$ cat src/rtl/dfe_axil_pkg.sv
// Shared AXI4-Lite response codes and sequencer state encoding
// for the DFE register-sequence master.
`timescale 1ns/1ps
package dfe_axil_pkg;

   localparam logic [1:0] RESP_OKAY   = 2'b00;
   localparam logic [1:0] RESP_EXOKAY = 2'b01;

   typedef enum logic [2:0] {
      S_IDLE,
      S_WRITE,
      S_WAIT_B,
      S_READ,
      S_WAIT_R,
      S_DONE
   } state_t;

endpackage

$ cat src/rtl/dfe_axil_seq_master.sv
// AXI4-Lite master: write N words, read each back, report done/error.
// Optional macro READBACK_CHECK_EN enables read-data comparison.
`timescale 1ns/1ps
module dfe_axil_seq_master
   import dfe_axil_pkg::*;
#(
   parameter logic [31:0] C_M_TARGET_SLAVE_BASE_ADDR = 32'h4000_0000,
   parameter int unsigned C_M_TRANSACTIONS_NUM       = 4,
   parameter logic [31:0] C_M_DATA_SEED              = 32'hA5A5_0000
)(
   input  logic        M_AXI_ACLK,
   input  logic        M_AXI_ARESET,
   input  logic        INIT_TXN,
   output logic        TXN_DONE,
   output logic        ERROR,
   output logic [31:0] M_AXI_AWADDR,
   output logic [2:0]  M_AXI_AWPROT,
   output logic        M_AXI_AWVALID,
   input  logic        M_AXI_AWREADY,
   output logic [31:0] M_AXI_WDATA,
   output logic [3:0]  M_AXI_WSTRB,
   output logic        M_AXI_WVALID,
   input  logic        M_AXI_WREADY,
   input  logic [1:0]  M_AXI_BRESP,
   input  logic        M_AXI_BVALID,
   output logic        M_AXI_BREADY,
   output logic [31:0] M_AXI_ARADDR,
   output logic [2:0]  M_AXI_ARPROT,
   output logic        M_AXI_ARVALID,
   input  logic        M_AXI_ARREADY,
   input  logic [31:0] M_AXI_RDATA,
   input  logic [1:0]  M_AXI_RRESP,
   input  logic        M_AXI_RVALID,
   output logic        M_AXI_RREADY
);

   localparam logic [8:0] LAST = 9'(C_M_TRANSACTIONS_NUM - 1);

   state_t      state;
   state_t      state_nxt;
   logic        init_q;
   logic        start;
   logic [8:0]  idx;
   logic        aw_done;
   logic        w_done;
   logic        aw_ok;
   logic        w_ok;
   logic        err;
   logic        rd_bad;
   logic [31:0] addr;
   logic [31:0] wdata;

   assign start = INIT_TXN & ~init_q;
   assign addr  = C_M_TARGET_SLAVE_BASE_ADDR + {21'd0, idx, 2'b00};
   assign wdata = C_M_DATA_SEED + {23'd0, idx};

`ifdef READBACK_CHECK_EN
   assign rd_bad = (M_AXI_RDATA != wdata);
`else
   logic rdata_unused;
   assign rdata_unused = ^M_AXI_RDATA;
   assign rd_bad       = 1'b0;
`endif

   assign M_AXI_AWADDR  = addr;
   assign M_AXI_ARADDR  = addr;
   assign M_AXI_WDATA   = wdata;
   assign M_AXI_AWPROT  = 3'b000;
   assign M_AXI_ARPROT  = 3'b000;
   assign M_AXI_WSTRB   = 4'hF;
   assign M_AXI_AWVALID = (state == S_WRITE) && !aw_done;
   assign M_AXI_WVALID  = (state == S_WRITE) && !w_done;
   assign M_AXI_BREADY  = (state == S_WAIT_B);
   assign M_AXI_ARVALID = (state == S_READ);
   assign M_AXI_RREADY  = (state == S_WAIT_R);
   assign TXN_DONE      = (state == S_DONE);
   assign ERROR         = err;

   // AW and W complete independently; WRITE leaves once both have fired
   assign aw_ok = aw_done || M_AXI_AWREADY;
   assign w_ok  = w_done || M_AXI_WREADY;

   always_comb begin
      state_nxt = state;
      unique case (state)
         S_IDLE, S_DONE: begin
            if (start) state_nxt = S_WRITE;
         end
         S_WRITE: begin
            if (aw_ok && w_ok) state_nxt = S_WAIT_B;
         end
         S_WAIT_B: begin
            if (M_AXI_BVALID) state_nxt = S_READ;
         end
         S_READ: begin
            if (M_AXI_ARREADY) state_nxt = S_WAIT_R;
         end
         S_WAIT_R: begin
            if (M_AXI_RVALID)
               state_nxt = (idx == LAST) ? S_DONE : S_WRITE;
         end
         default: state_nxt = S_IDLE;
      endcase
   end

   always_ff @(posedge M_AXI_ACLK) begin
      if (M_AXI_ARESET) begin
         state   <= S_IDLE;
         init_q  <= 1'b1;
         idx     <= '0;
         aw_done <= 1'b0;
         w_done  <= 1'b0;
         err     <= 1'b0;
      end else begin
         state   <= state_nxt;
         init_q  <= INIT_TXN;
         aw_done <= (state == S_WRITE) && (state_nxt == S_WRITE) && aw_ok;
         w_done  <= (state == S_WRITE) && (state_nxt == S_WRITE) && w_ok;
         if (start && (state == S_IDLE || state == S_DONE)) begin
            idx <= '0;
            err <= 1'b0;
         end
         if (state == S_WAIT_B && M_AXI_BVALID && M_AXI_BRESP != RESP_OKAY)
            err <= 1'b1;
         if (state == S_WAIT_R && M_AXI_RVALID) begin
            if (M_AXI_RRESP != RESP_OKAY || rd_bad) err <= 1'b1;
            if (idx != LAST) idx <= idx + 9'd1;
         end
      end
   end

endmodule
$ cat config.mk
export PLATFORM = sky130hd
export DESIGN_NAME = dfe_axil_seq_master
export DESIGN_NICKNAME = d
export VERILOG_FILES = /design/src/rtl/dfe_axil_pkg.sv /design/src/rtl/dfe_axil_seq_master.sv
export SDC_FILE = /design/constraint.sdc
export NUM_CORES = 1
export LEC_CHECK = 0
export CAP_MARGIN = 20
export CORE_ASPECT_RATIO = 1.1
export CORE_MARGIN = 2
export CORE_UTILIZATION = 31
export DETAILED_ROUTE_END_ITERATION = 8
export GPL_ROUTABILITY_DRIVEN = 0
export PLACE_DENSITY = 0.85
export REMOVE_ABC_BUFFERS = 1
export SETUP_SLACK_MARGIN = 0.2
export SYNTH_ARGS = -nofsm -noshare
export SYNTH_HDL_FRONTEND = slang
export SYNTH_SLANG_ARGS = --single-unit
$ cat constraint.sdc
create_clock -name M_AXI_ACLK -period 2.3 [get_ports M_AXI_ACLK]
set_input_delay 0.46 -clock M_AXI_ACLK [delete_from_list [all_inputs] [get_ports M_AXI_ACLK]]
set_output_delay 0.46 -clock M_AXI_ACLK [all_outputs]
set_load 0.05 [all_outputs]
== After elaboration in Yosys (flattened, before gate mapping) ==
Cells that the tools add are included.

* Register bits after elaboration: 16
* Bits in latches: 0
* Bits in writable memories: 0
* Bits in read-only memories: 0
* Output and inout bits: 113
* Logic and storage cells: 52
* Memories: 0

* Add/sub/neg operators: 3
* Multiply operators: 0
* Divide/modulo/power cells: 0
* Magnitude comparators: 0
* Equal/unequal tests: 8
* Shifts and indexed selects: 0
* Multiplexer cells: 14
* Bitwise gates (word level): 2
* Reduce and logical (&&, ||, !) cells: 19

{| class="wikitable"
|+ Operators by type and width
! operator !! count
|-
| adder 31 x 11 -> 32 bit, first input constant || 1
|-
| adder 32 x 9 -> 32 bit, first input constant || 1
|-
| two-way mux 9 bit || 3
|-
| two-way mux 3 bit || 6
|-
| one-hot mux 3 bit (5 select lines) || 1
|-
| logical AND 1 bit || 10
|-
| adder 9 x 1 -> 9 bit, second input constant || 1
|-
| equality test 9 x 2 -> 1 bit, second input constant || 1
|-
| != test 9 x 2 -> 1 bit, second input constant || 1
|-
| equality test 3 x 1 -> 1 bit, second input constant || 2
|-
| equality test 3 x 2 -> 1 bit, second input constant || 2
|-
| equality test 3 bit, second input constant || 2
|-
| two-way mux 1 bit || 4
|-
| nonzero test 2 bit || 2
|-
| zero test 3 bit || 1
|-
| logical OR 1 bit || 3
|-
| zero test 1 bit || 2
|-
| OR reduction 2 bit || 1
|-
| AND 1 bit || 1
|-
| inverter 1 bit || 1
|}

== Longest topological paths before layout ==
* Word-level depth: 7
* Depth in mapped cells: 6
* Mapped depth without buffers: 5

== Least setup slack after synthesis ==
Ideal clock, no wire load.

* Path kind: register to register
* Start point: register idx[0]
* End point: register idx[8]
* Arrival time: 2.024 ns
* Data required time: 2.154 ns
* Path slack: 0.130 ns
* Cell stages (with the launch flop): 6
* Clock period less this slack: 2.170 ns
* Path through: dfxtp_1 ha_1 or2b_2 o41ai_4 or4_1 o221ai_1

* Word-level cells in the longest chain between the ends: 3
* Elaborated cells between the ends (all ways): 4

{| class="wikitable"
|+ Ends and longest elaborated chain
! item !! RTL line !! text
|-
| start: declaration || dfe_axil_seq_master.sv:43 || <nowiki>logic [8:0] idx;</nowiki>
|-
| start signal: assignment || dfe_axil_seq_master.sv:127 || <nowiki>if (idx != LAST) idx <= idx + 9'd1;</nowiki>
|-
| adder 9 x 1 -> 9 bit or != test 9 x 2 -> 1 bit (tied branches) || dfe_axil_seq_master.sv:127 ||
|-
| two-way mux 9 bit * || dfe_axil_seq_master.sv:127 ||
|-
| two-way mux 9 bit * || dfe_axil_seq_master.sv:125 || <nowiki>if (state == S_WAIT_R && M_AXI_RVALID) begin</nowiki>
|}

Mark *: on every way between the ends. The rest lies on a longest branch, timed or not.
A chain may end at the register's enable or synchronous reset.

== Final worst setup path ==
* Start point: register idx[5]
* End point: output M_AXI_WDATA[5]

* Word-level cells in the longest chain between the ends: 1

{| class="wikitable"
|+ Ends and longest elaborated chain
! item !! RTL line !! text
|-
| adder 32 x 9 -> 32 bit || dfe_axil_seq_master.sv:55 || <nowiki>assign wdata = C_M_DATA_SEED + {23'd0, idx};</nowiki>
|-
| end: declaration || dfe_axil_seq_master.sv:20 || <nowiki>output logic [31:0] M_AXI_WDATA,</nowiki>
|}

No other way between the ends.

==> impl_metrics.csv <==
group,metric,value,unit
clock_network,clockBufferDepth,2,
setup_path,end_kind,"output pin",
pwr,leakage,0.897,nW
clock_network,cts.sinks,16,
layout,final_cell_mix,"79 x conb_1, 27 x clkdlybuf4s50_1, 16 x dfxtp_1",
die,num_rows,27,
setup_path,r2r_slack,0.45,ns
layout,drive_gt1_share,11.4,%
place,dpl.cell_count,288,
setup_path,crit_chain,"clkdlybuf4s50_1",
setup_path,cpLargestDelayFamily,"buffers and inverters",
min_path,min_from,"ERROR",
route,via_per_inst,4.25,
clock_network,htree_levels,1,
timing,finalCriticalPeriod,2.06,ns
logic_synthesis,yosysTopAreaCell,"buf_4",
run,cap_viol_max_count,0,
setup_path,critPathMaxFanout,7,
layout,synthToLayoutAreaGrowth,8.39,%
clock_network,hold_buffers,0,
logic_synthesis,ys_seq_elements,16,
die,fp.dieH,80.3,µm
logic_synthesis,synthTopCellsByArea,"buf_4 44%, dfxtp_1 20%, nand3_1 4.0%",
setup_path,cp_num_buf_inv,1,
timing,timing.fmax,486,MHz
route,vias,1250,
grt,grt_start_max_net_pins,15,
layout,nNetsFinal,282,
timing,max_slew_margin,66.4,%
setup_path,arrival,1.60,ns
setup_path,crit_required,1.84,ns
logic_synthesis,avgSynthCellArea,7.89,µm²
timing,setup-violations-final,0,
clock_network,root_buffer,"clkbuf_8",
setup_path,crit_path_top_delay_cell,"clkdlybuf4s50_1",
logic_synthesis,netlist_instances,208,
pwr,finalPower,0.000942,W
die,dieArea,5890,µm²
layout,layout_commonest_cell,"conb_1",
clock_network,cts_tree,"built",
logic_synthesis,yosysSeqAreaShare,19.5,%
timing,finalCritPeriodShare,89.4,%
timing,tns,0,ns
logic_synthesis,ys_types,42,
setup_path,r2r_start,"idx[4]",
route,drt_iter0_markers,46,
die,start_util,32.4,%
grt,grt_pass1_vias,977,
layout,stdcell_count,294,
route,ant_nets,0,
timing,skew,0.00250,ns
logic_synthesis,synth_top_cell_area_share,44.4,%
route,dr.pass1.iters,4,
clock_network,clkLatencyLatePin,0.25,ns
layout,diodes,0,
layout,final_area,1780,µm²
timing,worst_pin_slew,0.502,ns
grt,grt_pass1_wl,4600,µm
logic_synthesis,ys_warn_count,0,
logic_synthesis,syn_area,1640,µm²
die,die_w,73.4,µm
place,place_hpwl,2380,µm
grt,grt_antenna_before_repair,0,
place,placed_area,1700,µm²
timing,timing.hold.ws,0.480,ns
timing,hold_viol_final,0,
clock_network,path_clk_slew,0.06,ns
die,core,5070,µm²
timing,rsz0062_at_grt,"no",
setup_path,critPathMaxStageDelay,0.86,ns
layout,fillers,533,
route,drc,0,
outcome,status,"finished clean",
grt,track_usage,9.90,%
route,routed_wl,3120,µm
pwr,irDropWorstVdd,0.000287,V
timing,slew_viol_final,0,
place,port_buffers,45,
setup_path,worstSetupStartpoint,"idx[5]",
setup_path,crit_type,"flop to output pin",
pwr,p_per_area,530,nW/µm²
clock_network,cts_inserted_buffers,3,
setup_path,worstSetupStartpointType,"flop",
die,io_pins,157,
grt,grt.overflow.total,0,
route,wl_per_cell,10.6,µm
min_path,min_path_type,"flop to flop",
## worst paths after layout
path | endpoint | cells after the start
worst max-delay path | M_AXI_WDATA[5] | 1
worst min-delay path | ERROR | 2
worst max register to register | idx[4] | 5
worst min register to register | ERROR | 2
## metrics by stage
stage,worst slack [ns],utilization [%]
floorplan,-0.562,-
global placement,0.271,33.6
detailed placement,0.241,33.6
CTS,0.225,34.5
global route,0.201,35.1
finish,0.244,35.1
## layer usage
metal | routed length (µm) | GRT usage (%) | vias up
li1 | - | - | 584
met1 | 1270 | 12.1 | 572
met2 | 1470 | 16.3 | 87
met3 | 348 | 3.26 | 7
met4 | 36 | 2.91 | 0
met5 | 0 | 0 | -
## kinds of logic after synthesis
family / after synthesis / synth area share [%]
fa+ha+maj: 1 / 0.763
simple gates: 53 / 18.8
other cells: 2 / 0.458
xor+xnor: 2 / 1.07
mux: 1 / 0.610
compound gates: 26 / 11.9
buf+inv: 107 / 46.9
flops: 16 / 19.5
## where the power goes
| group | switching [W] | internal (W) |
|---|---|---|
| Combinational | 0.000342 | 0.0000476 |
| Sequential | 0.0000122 | 0.000283 |
| Clock | 0.000105 | 0.000152 |
## layout make-up
cell class | count | area [µm²] | area share, %
Multi-Input combinational cell | 162 | 840 | 47.2
Tap cell | 58 | 72.6 | 4.08
Clock buffer | 4 | 55.1 | 3.10
Inverter | 4 | 15.0 | 0.844
Sequential cell | 16 | 320 | 18.0
Timing Repair Buffer | 50 | 475 | 26.7
## registers in the layout, summed over array words and instances (netlist names)
| name | cells |
|---|---|
| idx | 9 |
| state | 3 |
| ERROR | 1 |
| aw_done | 1 |
| init_q | 1 |
| w_done | 1 |
## cell usage after synthesis (all sizes together)
master   instances
conb             2
or2b             1
a21o             1
nor2             9
nor4             1
o21ai            1
nand2b           5
ha               1
o211ai           1
clkbuf           3
o41ai            2
and3             6
nand2            3
nand4            3
buf            100
and4bb           1
mux2i            1
inv              4
a21oi            9
o2bb2ai          1
o31ai            2
or2              2
or3              3
nor3             1
o41a             1
dfxtp           16
o21a             1
a211oi           2
nand4b           1
xnor2            1
nand3b           1
o221ai           1
or4              2
nand3           13
nor3b            1
xor2             1
a31oi            4
## timing repair
action | CTS | global route
setup buffers | 0 | 2
gates resized for setup | 6 | 5
endpoints found under the setup margin | 6 | 13
pin swaps | 0 | 1
gates cloned | 0 | 0
endpoints found under the hold margin | 0 | 0
No activity file was read; power rests on OpenSTA's default activity.
